File: src/rtl/ps_mm_ring_writer_pkg.sv
// Shared types for the PacketStream-to-Avalon-MM ring writer: FSM states and descriptor record.
package ps_mm_ring_writer_pkg;

    typedef enum logic [1:0] {
        S_DATA  = 2'd0,
        S_FLUSH = 2'd1,
        S_DESC  = 2'd2
    } state_t;

    // Descriptor fields are sized for the largest supported ring; the top keeps the low bits.
    localparam int DESC_AW = 16;
    localparam int DESC_LW = 32;

    typedef struct packed {
        logic [DESC_AW-1:0] addr;
        logic [DESC_LW-1:0] len;
        logic               err;
    } desc_t;

endpackage

File: src/rtl/ps_mty2be.sv
// Converts the stream empty-symbol count into an Avalon byteenable; non-eop beats enable every symbol.
module ps_mty2be #(
    parameter int SYMBOLS = 4,
    parameter int MW      = $clog2(SYMBOLS)
) (
    input  logic [MW-1:0]      mty,
    input  logic               eop,
    output logic [SYMBOLS-1:0] be
);

    // Symbol k is valid on the eop beat only below SYMBOLS - mty.
    always_comb begin
        be = {SYMBOLS{1'b0}};
        for (int k = 0; k < SYMBOLS; k++) begin
            if (!eop) begin
                be[k] = 1'b1;
            end else if (k < (SYMBOLS - int'(mty))) begin
                be[k] = 1'b1;
            end else begin
                be[k] = 1'b0;
            end
        end
    end

endmodule

File: src/rtl/ps_mm_ring_writer.sv
// Writes PacketStream packets into an Avalon-MM ring and emits one descriptor per packet.
// Build option: define PS_MM_RING_WRITER_DROP_EN to drop (rather than stall) beats when the ring is full.
module ps_mm_ring_writer
    import ps_mm_ring_writer_pkg::*;
#(
    parameter int DWIDTH  = 32,
    parameter int AWIDTH  = 16,
    parameter int SYMBOLS = 4,
    parameter int RWIDTH  = 4,
    parameter int MW      = $clog2(SYMBOLS),
    parameter int LW      = RWIDTH + $clog2(SYMBOLS) + 1
) (
    input  logic                reset,
    input  logic                clk,
    input  logic [AWIDTH-1:0]   base,
    input  logic [RWIDTH:0]     rd_ptr,
    output logic [RWIDTH:0]     wr_ptr,
    input  logic [DWIDTH-1:0]   i_dat,
    input  logic [MW-1:0]       i_mty,
    input  logic                i_val,
    input  logic                i_eop,
    output logic                i_rdy,
    output logic [AWIDTH-1:0]   avm_address,
    output logic [SYMBOLS-1:0]  avm_byteenable,
    output logic                avm_write,
    output logic [DWIDTH-1:0]   avm_writedata,
    input  logic                avm_waitrequest,
    output logic [RWIDTH-1:0]   o_desc_addr,
    output logic [LW-1:0]       o_desc_len,
    output logic                o_desc_err,
    output logic                o_desc_val,
    input  logic                o_desc_rdy
);

`ifdef PS_MM_RING_WRITER_DROP_EN
    localparam logic DROP_EN = 1'b1;
`else
    localparam logic DROP_EN = 1'b0;
`endif

    state_t              state_r;
    logic [RWIDTH:0]     run_ptr_r;
    logic [RWIDTH:0]     wr_ptr_r;
    logic [RWIDTH:0]     cnt_r;
    logic [RWIDTH-1:0]   start_r;
    logic [LW-1:0]       len_r;
    logic                err_r;
    logic                discard_r;
    logic                desc_val_r;
    desc_t               desc_r;

    logic                load_en_s;
    logic                full_s;
    logic                drop_s;
    logic                accept_s;
    logic [SYMBOLS-1:0]  be_s;
    logic [LW-1:0]       beat_bytes_s;
    logic                unused_s;

    ps_mty2be #(.SYMBOLS(SYMBOLS), .MW(MW)) u_mty2be (
        .mty (i_mty),
        .eop (i_eop),
        .be  (be_s)
    );

    assign load_en_s = ~avm_write | ~avm_waitrequest;
    assign full_s    = (run_ptr_r[RWIDTH-1:0] == rd_ptr[RWIDTH-1:0]) &
                       (run_ptr_r[RWIDTH] != rd_ptr[RWIDTH]);
    // A packet that has already filled the whole ring is drained to eop so it can never wait on itself.
    assign drop_s    = discard_r | cnt_r[RWIDTH] | (DROP_EN & full_s);
    assign i_rdy     = (state_r == S_DATA) & load_en_s & (~full_s | drop_s);
    assign accept_s  = i_val & i_rdy;
    assign beat_bytes_s = i_eop ? (LW'(SYMBOLS) - LW'(i_mty)) : LW'(SYMBOLS);

    assign wr_ptr      = wr_ptr_r;
    assign o_desc_val  = desc_val_r;
    assign o_desc_addr = desc_r.addr[RWIDTH-1:0];
    assign o_desc_len  = desc_r.len[LW-1:0];
    assign o_desc_err  = desc_r.err;
    assign unused_s    = ^{desc_r.addr[DESC_AW-1:RWIDTH], desc_r.len[DESC_LW-1:LW]};

    // Packet FSM, ring pointers and the Avalon output register.
    always_ff @(posedge clk or posedge reset) begin
        if (reset) begin
            state_r        <= S_DATA;
            run_ptr_r      <= '0;
            wr_ptr_r       <= '0;
            cnt_r          <= '0;
            start_r        <= '0;
            len_r          <= '0;
            err_r          <= 1'b0;
            discard_r      <= 1'b0;
            desc_val_r     <= 1'b0;
            desc_r         <= '0;
            avm_address    <= '0;
            avm_byteenable <= '0;
            avm_write      <= 1'b0;
            avm_writedata  <= '0;
        end else begin
            if (load_en_s) begin
                avm_write <= 1'b0;
            end
            case (state_r)
                S_DATA: begin
                    if (accept_s) begin
                        if (drop_s) begin
                            err_r     <= 1'b1;
                            discard_r <= 1'b1;
                        end else begin
                            avm_write      <= 1'b1;
                            avm_address    <= base | {{(AWIDTH-RWIDTH){1'b0}}, run_ptr_r[RWIDTH-1:0]};
                            avm_byteenable <= be_s;
                            avm_writedata  <= i_dat;
                            run_ptr_r      <= run_ptr_r + (RWIDTH+1)'(1);
                            cnt_r          <= cnt_r + (RWIDTH+1)'(1);
                            len_r          <= len_r + beat_bytes_s;
                        end
                        if (i_eop) begin
                            discard_r <= 1'b0;
                            state_r   <= S_FLUSH;
                        end
                    end
                end
                S_FLUSH: begin
                    // The descriptor is only released once the eop word has left the output register.
                    if (load_en_s) begin
                        desc_r.addr <= DESC_AW'(start_r);
                        desc_r.len  <= DESC_LW'(len_r);
                        desc_r.err  <= err_r;
                        desc_val_r  <= 1'b1;
                        state_r     <= S_DESC;
                    end
                end
                S_DESC: begin
                    if (o_desc_rdy) begin
                        desc_val_r <= 1'b0;
                        wr_ptr_r   <= run_ptr_r;
                        start_r    <= run_ptr_r[RWIDTH-1:0];
                        cnt_r      <= '0;
                        len_r      <= '0;
                        err_r      <= 1'b0;
                        state_r    <= S_DATA;
                    end
                end
                default: begin
                    state_r <= S_DATA;
                end
            endcase
        end
    end

endmodule

File: config.mk
export PLATFORM = sky130hd
export DESIGN_NAME = ps_mm_ring_writer
export DESIGN_NICKNAME = d
export VERILOG_FILES = /design/src/rtl/ps_mm_ring_writer_pkg.sv /design/src/rtl/ps_mty2be.sv /design/src/rtl/ps_mm_ring_writer.sv
export SDC_FILE = /design/constraint.sdc
export NUM_CORES = 1
export LEC_CHECK = 0
export CAP_MARGIN = 20
export CORE_UTILIZATION = 30
export CTS_BUF_LIST = sky130_fd_sc_hd__clkbuf_8
export DETAILED_ROUTE_END_ITERATION = 7
export GPL_ROUTABILITY_DRIVEN = 1
export HOLD_SLACK_MARGIN = 0.05
export PLACE_DENSITY_LB_ADDON = 0.1
export SLEW_MARGIN = 15
export SYNTH_ARGS = -nofsm -noshare
export SYNTH_HDL_FRONTEND = slang
export SYNTH_SLANG_ARGS = --single-unit
File: constraint.sdc
create_clock -name clk -period 4.4 [get_ports clk]
set_input_delay 0.88 -clock clk [delete_from_list [all_inputs] [get_ports clk]]
set_output_delay 0.88 -clock clk [all_outputs]
set_load 0.02 [all_outputs]
==> results of run 1 <==
## cell type report
cell class              instances  area (µm²)  area share, %
repair buffers                139        1390           24.0
inverters                      15        58.8           1.01
clock inverters                 7         108           1.86
flip-flops and latches         92        2300           39.7
clock buffers                   9         124           2.14
well taps                     172         215           3.71
multi-input cells             171        1600           27.6
## cell usage after synthesis (all sizes together) (3+ instances only)
cell	n
nor2b	4
mux2	65
o21ai	7
xor2	7
mux2i	5
buf	8
nor2	6
a21oi	6
a211o	8
ha	9
clkbuf	3
xnor2	3
nand2	15
nand3	4
inv	15
and3	6
a22o	3
nand2b	3
dfrtp	92
a2111oi	5
## placed cells by master (no fill, tap or decap), types with 3 or more instances in the layout
cell             count
nor2_1               6
mux2_2              44
nor2b_1              4
nand3_1              4
mux2i_1              5
a211o_1              8
a2111oi_0            5
nand2b_1             3
xnor2_1              3
ha_1                 9
nand2_1             15
mux2_4              20
o21ai_0              7
bufinv_16            3
inv_1               16
and3_1               6
xor2_1               7
clkdlybuf4s50_1    132
buf_4                6
clkbuf_8             9
dfrtp_1             92
a22o_1               3
a21oi_1              5
## power by group through the flow
stage               Combinational, µW  Sequential [µW]  Clock, µW
floorplan                         948             1880          0
global placement                 2210             1520          0
detailed placement               2230             1540          0
CTS                              2240             1520        689
global route                     2360             1580        724
finish                           2200             1520        663
## critical path, cell delays in order
cell	delay (ns)
clkdlybuf4s50_1	0.47
xor2_1	0.26
nor4_4	0.08
buf_4	0.20
a21oi_1	0.15
clkdlybuf4s50_1	0.63
## stage by stage
stage,util (%),worst slack [ns],cells,power [µW],cell area [µm²]
after floorplan,-,1.13,289,2830,4030
after global placement,43.0,0.897,588,3740,5540
after detailed placement,43.0,0.827,588,3760,5540
after CTS,44.8,0.812,604,4450,5770
after global routing,45.0,0.748,605,4660,5800
final,45.0,0.840,605,4380,5800
## cells by family after synthesis
group	share of synthesized area, %
flops	57.2
mux	21.3
simple gates	6.12
compound gates	6.65
buf+inv	3.29
xor+xnor	2.18
fa+ha+maj	3.29
## state kept, by name, summed over array words and instances (netlist names), 2 cells and up
name            cells
o_desc_addr         4
state_r             2
len_r               7
o_desc_len          7
avm_address        16
wr_ptr              5
run_ptr_r           5
cnt_r               5
avm_writedata      32
avm_byteenable      4
## layer usage
metal	GRT usage (%)	up-vias	wire (µm)
met2	20.5	102	4060
li1	-	1300	-
met1	17.2	1342	4000
met5	0	-	0
met3	5.67	7	630
met4	4.17	0	118
## worst max path at each step
stage / startpoint / depth (start not counted) / to
after global routing: rd_ptr[2] / 6 / i_rdy
after global placement: rd_ptr[2] / 6 / i_rdy
final: rd_ptr[3] / 6 / i_rdy
after CTS: rd_ptr[2] / 6 / i_rdy
after detailed placement: rd_ptr[2] / 6 / i_rdy
after floorplan: reset / 1 / avm_address[0]
==> summary.md, run 1 <==
| Metric | Value |
|---|---|
| Status | finished clean |
| P_sw | 1570 µW |
| Clock tree buffer depth | 2 |
| Clock power share | 15.1% |
| Worst IR drop on VDD | 0.300 mV |
| Fillers | 1222 |
| WL/cell | 14.6 µm |
| Flop pwr share | 34.6% |
| Initial antenna violation count | 0 |
| Worst skew pair latency | 0.37 ns |
| Clock slew seen by the registers of the worst setup and hold paths | 0.08 ns |
| Hold WC Path Type | register to register |
| # nets final | 499 |
| GR Util All Layers | 13.5% |
| Synth unique cells | 36 |
| CTS tree | built |
| Synth Cell Area | 0.00403 mm² |
| Iter 0 DRT Violations | 92 |
| Crit end category | output port |
| TNS Setup | 0 ns |
| Initial Utilization | 31.3% |
| Hold Vio Cnt, Final | 0 |
| CTS root buf | clkbuf_8 |
| Final setup viols | 0 |
| Die width | 118 µm |
| Syn. warnings | 0 |
| Drt first pass iters | 4 |
| Port bufs | 132 |
| Critical Path Start Type | primary input |
| Critical path required time | 3.52 ns |
| H-tree depth | 3 |
| Hold Crit Endpoint | err_r |
| P_leak | 0.00246 µW |
| Hold slack | 0.475 ns |
| Post-Syn Area per Cell | 13.9 µm² |
| Congestion Overflow GR | 0 |
| Clk_skew | 0.0102 ns |
| Core area | 0.0129 mm² |
| Cts repair resizes | 0 |
| Fin crit share | 80.9% |
| Proportion of layout cells with a drive suffix above 1 | 20.6% |
| Peak Freq | 0.281 GHz |
| Hold path cells | 2 |
| Synth-to-Final Area Change | 44.1% |
| Crit Path Class | primary input to output port |
| CP Max Fanout | 14 |
| Die ar. | 0.0139 mm² |
| Die H | 118 µm |
| FP Rows | 41 |
| Worst r2r dst | avm_address[14] |
| Pwr dens | 755 mW/mm² |
| Switch share | 35.9% |
| Rel. slew slack | 52.2% |
| Worst Reg2Reg Path Length in Cells | 5 |
| Hold path start | err_r |
| Antenna-violating nets left | 0 |
| Num ports | 133 |
| Final wirelength | 8800 µm |
| Post-CTS Setup Bufs | 0 |
| Max-slew violations | 0 |
| CTS sink count | 92 |
| RSZ-0062 raised after global routing | false |
| Max Cap Viol | 0 |
| Via count | 2751 |
| Synth top area share | 57.2% |
| Async S/R FF share, synth | 100% |
| Mapped Cells | 289 |
| DRC violations left | 0 |
| Syn_nets | 360 |
| Gpl congestion | 0.750 |
| Sequential fraction of the synthesis area | 57.2% |
| Top post-synthesis cells by area | dfrtp_1 (57%), mux2_2 (12%), mux2_4 (7.5%) |
| Largest area contributor in the netlist | dfrtp_1 |
| Tmin final | 3.56 ns |
| Cell-internal power | 2810 µW |
| Vias/cell | 4.55 |
| Hold Buf Count CTS | 0 |
| R2R setup slack | 2.08 ns |
| Ant diodes | 0 |
| Largest net degree at the start of global routing | 82 |
| Number of synthesized flops with an enable pin | 0 |
| Comb power frac | 50.3% |
| Hpwl dp | 6060 µm |
| Top FF cell, synth | dfrtp_1 |
| Vias in the first global route | 2829 |
| Worst path arrival time | 2.68 ns |
| Worst r2r src | discard_r |
| Synthesis-stage register bit count | 92 |
| First-pass GRT wire length | 14400 µm |
| Total CTS buffers | 9 |
| Worst slew pin tran | 0.716 ns |
(Power assumes the default switching activity.)
==> run 2: changes to the inputs <==
==> constraint.sdc (replaced) <==
create_clock -name clk -period 3.6 [get_ports clk]
set_input_delay 0.72 -clock clk [delete_from_list [all_inputs] [get_ports clk]]
set_output_delay 0.72 -clock clk [all_outputs]
set_load 0.02 [all_outputs]
==> summary.md, run 2 (synthesized netlist as in run 1, its figures left out) <==
| Metric | Value |
|---|---|
| WL/cell | 14.7 µm (+0.87%) |
| Max-slew violations | 0 (unchanged) |
| # nets final | 499 (unchanged) |
| Clock tree buffer depth | 2 (unchanged) |
| Sequential cell area | 0.00230 mm² (unchanged) |
| Post-CTS Setup Bufs | 0 (unchanged) |
| Tmin final | 2.99 ns |
| Peak Freq | 0.334 GHz |
| Worst slew pin tran | 0.721 ns (+0.00471 ns) |
| Cts repair resizes | 0 (unchanged) |
| Initial antenna violation count | 0 (unchanged) |
| Rel. slew slack | 51.8% (-0.31 points) |
| Commonest non-fill, non-tap cells in the layout | clkdlybuf4s50_1 (132), dfrtp_1 (92), mux2_2 (44) |
| FP Rows | 41 (unchanged) |
| Die H | 118 µm (unchanged) |
| Initial Utilization | 31.3% (unchanged) |
| CTS root buf | clkbuf_8 |
| Total CTS buffers | 9 (unchanged) |
| Hold Vio Cnt, Final | 0 (unchanged) |
| TNS Setup | 0 ns (unchanged) |
| Final worst-path setup slack | 0.609 ns (-0.231 ns) |
| Clock slew seen by the registers of the worst setup and hold paths | 0.08 ns (about the same) |
| GR Util All Layers | 13.7% (+0.22 points) |
| Antenna-violating nets left | 0 (unchanged) |
| Largest reg by FF count | avm_writedata |
| Via count | 2768 (+0.62%) |
| Pwr dens | 903 mW/mm² (+20%) |
| Area after DPL | 0.00555 mm² (+0.23%) |
| Critical path required time | 2.88 ns (-0.64 ns) |
| Hold path start | err_r |
| Num ports | 133 (unchanged) |
| Clk_skew | 0.00894 ns (-0.00126 ns) |
| DRC violations left | 0 (unchanged) |
| CP Launch Point | rd_ptr[2] |
| Status | finished clean |
| Ant diodes | 0 (unchanged) |
| Crit Path Class | primary input to output port |
| Vias/cell | 4.59 (+0.95%) |
| Worst IR drop on VDD | 0.353 mV (+18%) |
| Final setup viols | 0 (unchanged) |
| Top Registers | avm_writedata: 32 flops, avm_address: 16 flops |
| Multi-input logic area | 0.00160 mm² (unchanged) |
| Final wirelength | 8850 µm (+0.53%) |
| Fin crit share | 83.1% |
| Max Cap Viol | 0 (unchanged) |
| Iter 0 DRT Violations | 120 (+30%) |
| Core area | 0.0129 mm² (unchanged) |
| Vias in the first global route | 2814 (-0.53%) |
| Worst skew pair latency | 0.37 ns (about the same) |
| Most common cell after layout, fill and taps aside | clkdlybuf4s50_1 |
| RSZ-0062 raised after global routing | false |
| Dpl ws | 0.578 ns (-0.249 ns) |
| Drt first pass iters | 4 (unchanged) |
| Hold slack | 0.468 ns (-0.00646 ns) |
| Die width | 118 µm (unchanged) |
| Worst path arrival time | 2.27 ns (-0.41 ns) |
| Port bufs | 132 (unchanged) |
| Gpl congestion | 0.731 (-2.6%) |
| Critical Path Start Type | primary input |
| Crit end category | output port |
| Synth-to-Final Area Change | 42.8% |
| First-pass GRT wire length | 14800 µm (+2.9%) |
| Max reg flops | 32 (unchanged) |
| CTS tree | built |
| H-tree depth | 3 (unchanged) |
| Post-route cell area | 0.00575 mm² (-0.88%) |
| Worst r2r src | discard_r |
| Hold Buf Count CTS | 0 (unchanged) |
| Largest net degree at the start of global routing | 80 (-2.4%) |
| Fillers | 1200 (-1.8%) |
| Congestion Overflow GR | 0 (unchanged) |
| CP Max Fanout | 2 (-12) |
| Hold WC Path Type | register to register |
| P_leak | 0.00243 µW (-1.3%) |
| CTS sink count | 92 (unchanged) |
| Die ar. | 0.0139 mm² (unchanged) |
| Proportion of layout cells with a drive suffix above 1 | 20.6% (+0.095 points) |
| Hpwl dp | 6120 µm (+0.99%) |
run 2: cell types whose count changed in the layout (fill, tap and decap cells not counted):
cell,delta
bufinv_16,-3
clkbuf_8,+3
buf_12,+2
inv_1,-2
buf_16,-1
buf_4,-1
run 2: final timing paths:
kind / to / slack, ns / depth (start not counted)
min: err_r / 0.47 / 2
max: i_rdy / 0.61 / 5
max reg2reg: avm_writedata[18] / 1.34 / 5
min reg2reg: err_r / 0.47 / 2
max in group asynchronous: o_desc_val / 2.26 / 3
min in group asynchronous: avm_writedata[4] / 0.74 / 2
run 2: per-stage QoR:
stage / util (%) / total power (µW) / instances
final: 44.7 / 5190 / 603
after global placement: 43.1 / 4590 / 588
after detailed placement: 43.1 / 4620 / 588
after floorplan: - / 3460 / 289
after global routing: 44.7 / 5540 / 603
after CTS: 44.5 / 5290 / 602
run 2: cell type report:
type,instances,share of cell area (%)
Clock buffer,12,2.87
Clock inverter,2,0.174
Inverter,15,1.02
Multi-Input combinational cell,171,27.8
Sequential cell,92,40.0
Tap cell,172,3.74
Timing Repair Buffer,139,24.3
run 2: routing by layer:
metal | share of wire [%] | vias up | track usage (%) | wire length [µm]
met5 | 0 | - | 0 | 0
met4 | 1.2 | 0 | 3.85 | 104
met3 | 6.6 | 8 | 5.14 | 588
met2 | 46 | 105 | 20.4 | 4060
met1 | 46 | 1350 | 18.4 | 4100
li1 | - | 1305 | - | -
run 2: report_power, final:
group | leakage, µW | switching, µW | internal [µW]
sequential | 0.00106 | 320 | 1530
clock | 0.0000941 | 342 | 298
combinational | 0.00127 | 1240 | 1460
total | 0.00243 | 1910 | 3290
run 2: worst max-delay path, stage by stage:
cell             delay (ns)
clkdlybuf4s50_1        0.47
xor2_1                 0.24
nor4_4                 0.08
a21oi_1                0.13
clkdlybuf4s50_1        0.63
